`src/rtl/cache_fifo_pkg.sv`:
```
// Shared definitions for the cache line FIFO read arbiter: the default line
// width and the 2-bit transfer FSM encoding.
package cache_fifo_pkg;

    localparam int CASH_STR_WIDTH_DEF = 64;

    typedef enum logic [1:0] {
        ST_IDLE = 2'd0,
        ST_RD   = 2'd1,
        ST_CAP  = 2'd2,
        ST_RSP  = 2'd3
    } rd_state_e;

    // Requester 1 counts as last served out of reset, so requester 0 wins the first tie.
    localparam logic LAST_SRV_RST = 1'b1;

endpackage

```
`src/rtl/cache_fifo_rd_arbiter_if.sv`:
```
// Requester, FIFO read-side and status signals of the cache line read arbiter.
// The master modport is the arbiter's view; slave is the environment's view.
interface cache_fifo_rd_arbiter_if
    import cache_fifo_pkg::*;
#(
    parameter int CASH_STR_WIDTH = CASH_STR_WIDTH_DEF
);
    logic [1:0]                req;
    logic [1:0]                ack;
    logic                      fifo_empty;
    logic [CASH_STR_WIDTH-1:0] fifo_dout;
    logic                      fifo_read;
    logic [1:0]                gnt;
    logic                      rsp_valid;
    logic [CASH_STR_WIDTH-1:0] rsp_data;
    logic                      busy;
    logic [15:0]               xfer_cnt;

    modport master (
        input  req, ack, fifo_empty, fifo_dout,
        output fifo_read, gnt, rsp_valid, rsp_data, busy, xfer_cnt
    );

    modport slave (
        output req, ack, fifo_empty, fifo_dout,
        input  fifo_read, gnt, rsp_valid, rsp_data, busy, xfer_cnt
    );

endinterface

```
`src/rtl/cache_fifo_rd_arbiter_rr_arbiter2.sv`:
```
// Two-way round-robin selector: a lone request always wins, a tie goes to
// the requester that was not served last.
module rr_arbiter2 (
    input  logic [1:0] req,
    input  logic       last_srv,
    output logic [1:0] win
);

    // One-hot winner selection from the current requests and the last served index.
    always_comb begin
        win = 2'b00;
        case (req)
            2'b01:   win = 2'b01;
            2'b10:   win = 2'b10;
            2'b11:   win = last_srv ? 2'b01 : 2'b10;
            default: win = 2'b00;
        endcase
    end

endmodule

```
`src/rtl/cache_fifo_rd_arbiter.sv`:
```
// Arbitrates two requesters for single-line reads from a cache line FIFO,
// captures the line and holds it for the granted requester until acknowledged.
module cache_fifo_rd_arbiter
    import cache_fifo_pkg::*;
#(
    parameter int CASH_STR_WIDTH = CASH_STR_WIDTH_DEF
)(
    input  logic                    rd_clk,
    input  logic                    not_reset,
    cache_fifo_rd_arbiter_if.master bus
);

    rd_state_e                 state_r;
    logic [1:0]                gnt_r;
    logic                      rsp_valid_r;
    logic [CASH_STR_WIDTH-1:0] rsp_data_r;
    logic [15:0]               xfer_cnt_r;
    logic                      last_srv_r;
    logic [1:0]                win_s;

    rr_arbiter2 u_rr_arbiter2 (
        .req      (bus.req),
        .last_srv (last_srv_r),
        .win      (win_s)
    );

    // Transfer FSM with grant, line capture, response handshake and transfer counter.
    always_ff @(posedge rd_clk or negedge not_reset) begin
        if (!not_reset) begin
            state_r     <= ST_IDLE;
            gnt_r       <= 2'b00;
            rsp_valid_r <= 1'b0;
            rsp_data_r  <= '0;
            xfer_cnt_r  <= 16'd0;
            last_srv_r  <= LAST_SRV_RST;
        end else begin
            case (state_r)
                ST_IDLE: begin
                    if ((|bus.req) && !bus.fifo_empty) begin
                        gnt_r   <= win_s;
                        state_r <= ST_RD;
                    end else begin
                        gnt_r   <= 2'b00;
                    end
                end
                ST_RD: begin
                    // The read strobe found the FIFO empty: abandon without serving anyone.
                    if (bus.fifo_empty) begin
                        gnt_r   <= 2'b00;
                        state_r <= ST_IDLE;
                    end else begin
                        state_r <= ST_CAP;
                    end
                end
                ST_CAP: begin
                    rsp_data_r <= bus.fifo_dout;
                    state_r    <= ST_RSP;
                end
                ST_RSP: begin
                    // Valid rises one cycle after capture so it never leads stable data.
                    if (!rsp_valid_r) begin
                        rsp_valid_r <= 1'b1;
                    end else if (|(bus.ack & gnt_r)) begin
                        rsp_valid_r <= 1'b0;
                        gnt_r       <= 2'b00;
                        last_srv_r  <= gnt_r[1];
                        xfer_cnt_r  <= xfer_cnt_r + 16'd1;
                        state_r     <= ST_IDLE;
                    end else begin
                        rsp_valid_r <= 1'b1;
                    end
                end
                default: begin
                    state_r     <= ST_IDLE;
                    gnt_r       <= 2'b00;
                    rsp_valid_r <= 1'b0;
                end
            endcase
        end
    end

    assign bus.fifo_read = (state_r == ST_RD);
    assign bus.busy      = (state_r != ST_IDLE);
    assign bus.gnt       = gnt_r;
    assign bus.rsp_valid = rsp_valid_r;
    assign bus.rsp_data  = rsp_data_r;
    assign bus.xfer_cnt  = xfer_cnt_r;

endmodule
```
`src/flat_wrapper.sv`:
```
// flat-port wrapper written by rule: the top's interface ports become plain ports
module cache_fifo_rd_arbiter_flat import cache_fifo_pkg::*;
#(
    parameter int CASH_STR_WIDTH = CASH_STR_WIDTH_DEF
)
  (rd_clk, not_reset, bus_req, bus_ack, bus_fifo_empty, bus_fifo_dout, bus_fifo_read, bus_gnt, bus_rsp_valid, bus_rsp_data, bus_busy, bus_xfer_cnt);
  cache_fifo_rd_arbiter_if #(.CASH_STR_WIDTH(CASH_STR_WIDTH)) bus_i ();
  input  logic rd_clk;
  input  logic not_reset;
  input wire logic [$bits(bus_i.req)-1:0] bus_req;
  input wire logic [$bits(bus_i.ack)-1:0] bus_ack;
  input wire logic [$bits(bus_i.fifo_empty)-1:0] bus_fifo_empty;
  input wire logic [$bits(bus_i.fifo_dout)-1:0] bus_fifo_dout;
  output wire logic [$bits(bus_i.fifo_read)-1:0] bus_fifo_read;
  output wire logic [$bits(bus_i.gnt)-1:0] bus_gnt;
  output wire logic [$bits(bus_i.rsp_valid)-1:0] bus_rsp_valid;
  output wire logic [$bits(bus_i.rsp_data)-1:0] bus_rsp_data;
  output wire logic [$bits(bus_i.busy)-1:0] bus_busy;
  output wire logic [$bits(bus_i.xfer_cnt)-1:0] bus_xfer_cnt;
  assign bus_i.req = bus_req;
  assign bus_i.ack = bus_ack;
  assign bus_i.fifo_empty = bus_fifo_empty;
  assign bus_i.fifo_dout = bus_fifo_dout;
  assign bus_fifo_read = bus_i.fifo_read;
  assign bus_gnt = bus_i.gnt;
  assign bus_rsp_valid = bus_i.rsp_valid;
  assign bus_rsp_data = bus_i.rsp_data;
  assign bus_busy = bus_i.busy;
  assign bus_xfer_cnt = bus_i.xfer_cnt;
  cache_fifo_rd_arbiter #(.CASH_STR_WIDTH(CASH_STR_WIDTH)) u_core (.rd_clk(rd_clk), .not_reset(not_reset), .bus(bus_i));
endmodule
```
`config.mk`:
```
export PLATFORM = sky130hd
export DESIGN_NAME = cache_fifo_rd_arbiter_flat
export DESIGN_NICKNAME = d
export VERILOG_FILES = /design/src/rtl/cache_fifo_pkg.sv /design/src/rtl/cache_fifo_rd_arbiter_if.sv /design/src/rtl/cache_fifo_rd_arbiter_rr_arbiter2.sv /design/src/rtl/cache_fifo_rd_arbiter.sv /design/src/flat_wrapper.sv
export SDC_FILE = /design/constraint.sdc
export NUM_CORES = 1
export LEC_CHECK = 0
export ABC_CLOCK_PERIOD_IN_PS = 1600
export CAP_MARGIN = 5
export CORE_MARGIN = 5
export CORE_UTILIZATION = 37
export CTS_CLUSTER_DIAMETER = 40
export CTS_CLUSTER_SIZE = 24
export DETAILED_ROUTE_END_ITERATION = 10
export GPL_TIMING_DRIVEN = 0
export PLACE_DENSITY_LB_ADDON = 0.2
export SYNTH_ARGS = -nofsm -noshare
export SYNTH_HDL_FRONTEND = slang
export SYNTH_SLANG_ARGS = --single-unit
export TNS_END_PERCENT = 1
```
`constraint.sdc`:
```
create_clock -name rd_clk -period 1.6 [get_ports rd_clk]
set_clock_uncertainty 0.2 [all_clocks]
set_input_delay 0.32 -clock rd_clk [delete_from_list [all_inputs] [get_ports rd_clk]]
set_output_delay 0.32 -clock rd_clk [all_outputs]
set_load 0.005 [all_outputs]
```
==> impl_metrics.toml <==
[critical_path]
cp_data_required_time_ps = 1630
worstSetupEndpointType = "register"
crit-reg2reg-launch = "u_core.bus.xfer_cnt[4]"
cp_class = "in2reg"
worst_ep_arrival_time_ps = 1800
start_kind = "input pin"
crit_path_max_fanout = 5
regToRegSetupSlack_ps = -160
timing.rr.end = "u_core.bus.xfer_cnt[14]"
reg2regPathDepth = 4

[global_routing]
number_of_antenna_violations_at_the_first_check_in_global_routing = 0
globalRouteTotalUtil_pct = 15.29
grt_pass1_wl_mm = 13.56
grt_max_degree = 49
grt_pass1_vias = 2603
globalRoute.totalOverflow = 0

[die]
die_h_um = 105.9
die_outline_area_um2 = 11210
number_of_primary_i_o_pins = 156
row_count = 35
effective_utilization_at_floorplan_pct = 37.34
die_width_um = 105.9
core_area_um2 = 9109

[placement]
port_buffers = 155
placement.setup.worst_slack_ps = -929.3
detailed_place_hpwl_mm = 6.043
cell_area_after_placement_um2 = 5116
gp_routability_congestion = 0.7632

[synthesis]
area_share_of_the_largest_cell_type_after_synthesis_pct = 62.55
yosys_warnings = 0
yosys-top-cells-area = "sky130_fd_sc_hd__dfrtp_1, sky130_fd_sc_hd__mux2_2, sky130_fd_sc_hd__xnor2_1, sky130_fd_sc_hd__buf_2, sky130_fd_sc_hd__nand2_1"
synthCells = 234
ys_seq_area_share_pct = 63.32
post_synth_num_cell_types = 31
syn-cell-area_um2 = 3401
synth_largest_area_cell = "sky130_fd_sc_hd__dfrtp_1"
synth_nets = 306
avgSynthCellArea_um2 = 14.53
synth.ff_latch_count = 86

[power]
share_seq_of_total_power_pct = 39.6
leakagePower_uw = 0.002515
p_int_uw = 6314
power_frac_clock_pct = 17.7
power.density_cell_area_nw_per_um2 = 1623
p_comb_share_pct = 42.7
irDropWorstVdd_v = 0.0007395
switching_power_uw = 2596
sw_frac_of_total_pct = 29.13

[final_layout]
synthToLayoutAreaGrowth_pct = 61.41
nets = 494
diodes = 0
seqCellArea_um2 = 2157
multi_input_comb_area_um2 = 1237
fillCellCount = 784
layout_utilization_pct = 60.26
final_cell_mix = "sky130_fd_sc_hd__dfrtp_1, sky130_fd_sc_hd__dlygate4sd2_1, sky130_fd_sc_hd__clkdlybuf4s50_1"
layout.cells.most_common = "sky130_fd_sc_hd__dfrtp_1"
post_route_cells_drive_above_1_share_pct = 31.15
design_area_um2 = 5489

[routing]
drt_iter0_markers = 45
drt-pass1-iter-count = 4
routed_wire_length_per_instance_um = 15.53
vias = 2556
drt-vias-per-instance = 4.751
route.final.wire_length_mm = 8.354
antenna_violating_nets_post_route = 0
drcViolationCount = 0

[run_status]
status = "finished, violations left"
failing_checks = "negative setup slack"

[cts]
cts_root_buf = "sky130_fd_sc_hd__clkbuf_8"
tritoncts.num_buffers = 9
path_clk_slew_ps = 90
cts_tree = "done"
worst_skew_pair.late_latency_ps = 340
numClockSinks = 86
buffer_levels_on_the_longest_clock_path = 2
htree_levels = 3

[timing]
setup_slack_ps = -169.7
grt_setup_unrepaired = "true"
drv_slew = 0
fraction_of_the_cycle_the_final_worst_path_needs_pct = 110.6
whs_ps = 289.6
period_needed_ps = 1770
worst_slew_margin_rel_pct = 64.92
max_freq_mhz = 565.1
worst_pin_slew_ps = 526.2
setup_violations = 33
totalNegativeSetupSlack_ps = -1184
hold_viol = 0

[job]
drv_cap = 0

[min_path]
class_of_the_most_critical_hold_timing_path = "in2async"
cell families (layout without fill, tap and decap cells):
| family | count (synthesis) | in the layout | synth area share (%) |
|---|---|---|---|
| adders and majority gates | 1 | 1 | 0.3679 |
| AOI/OAI and AO/OA | 10 | 10 | 1.987 |
| DFF | 86 | 86 | 63.32 |
| buffers and inverters | 12 | 205 | 1.876 |
| and+or+nand+nor | 46 | 46 | 7.395 |
| xor gates and xnor gates | 15 | 15 | 3.863 |
| muxes | 64 | 64 | 21.19 |
layout make-up:
cell class	instances	area share [%]
buffer	9	1.846
tap	111	2.530
timing repair buffer	178	29.82
multi-input combinational	136	22.54
inverter	2	0.1368
sequential	86	39.30
clock buffer	12	2.827
clock inverter	4	1.003
flip-flops by register name (all words and copies together), names as in the netlist, named ones only:
name and flops:
u_core.bus.rsp_data 64, u_core.last_srv_r 1, u_core.state_r 1, u_core.bus.gnt 2, u_core.bus.xfer_cnt 16, u_core.bus.rsp_valid 1
power by group through the flow:
stage / sequential (µW) / combinational [µW] / clock (µW)
global route: 3660 / 4140 / 1740
CTS: 3550 / 3780 / 1630
finish: 3520 / 3810 / 1580
detailed placement: 3640 / 4080 / 0
global placement: 3600 / 4010 / 0
floorplan: 3690 / 1590 / 0
worst max-delay path: stages:
cell and delay, ps:
sky130_fd_sc_hd__clkdlybuf4s50_1 500, sky130_fd_sc_hd__a22oi_2 100, sky130_fd_sc_hd__or4b_4 580, sky130_fd_sc_hd__nand2b_4 170, sky130_fd_sc_hd__xnor2_2 130
per-stage QoR:
step                std cells  total power, µW
floorplan                 234             5279
global placement          500             7607
detailed placement        501             7724
CTS                       530             8963
global route              538             9539
finish                    538             8909
synth_stat cells, drive strengths merged:
master	n
dfrtp	85
mux2	64
nand2	11
nor2	11
xnor2	11
buf	10
nand3	6
nand4	6
xor2	4
a21oi	3
nand2b	3
a22oi	2
inv	2
nor2b	2
a22o	1
a32oi	1
and3	1
and4	1
dfstp	1
ha	1
nand3b	1
nor3	1
nor4	1
o21ai	1
o22ai	1
o2bb2ai	1
or2	1
or4b	1
layer usage:
metal  track usage (%)  share of wire [%]  up-vias
met4             4.995                1.2        0
met3             4.899                8.7       12
li1                  -                  -     1195
met1             20.29                 43     1238
met5                 0                  0        -
met2             23.77                 47      111
how the worst max path moves through the flow:
stage | startpoint | to | slack (ps) | depth (start not counted)
2_1_floorplan | u_core.bus.xfer_cnt[0] | u_core.bus.xfer_cnt[14] | -130 | 5
3_3_place_gp | not_reset | u_core.bus.gnt[1] | -3190 | 1
3_5_place_dp | bus_ack[0] | u_core.bus.xfer_cnt[9] | -930 | 5
4_1_cts | register | bus_busy | -220 | 3
5_1_grt | u_core.bus.xfer_cnt[4] | u_core.bus.xfer_cnt[14] | -220 | 4
6_report | bus_ack[1] | u_core.bus.xfer_cnt[14] | -170 | 5
what timing repair did:
action | CTS | global route
endpoints found under the hold margin | 38 | 0
buffers inserted | 12 | 9
hold buffers | 1 | 0
gates resized for setup | 124 | 21
setup endpoints to repair | 157 | 87
pin swaps | 10 | 6
(Power assumes the default switching activity.)
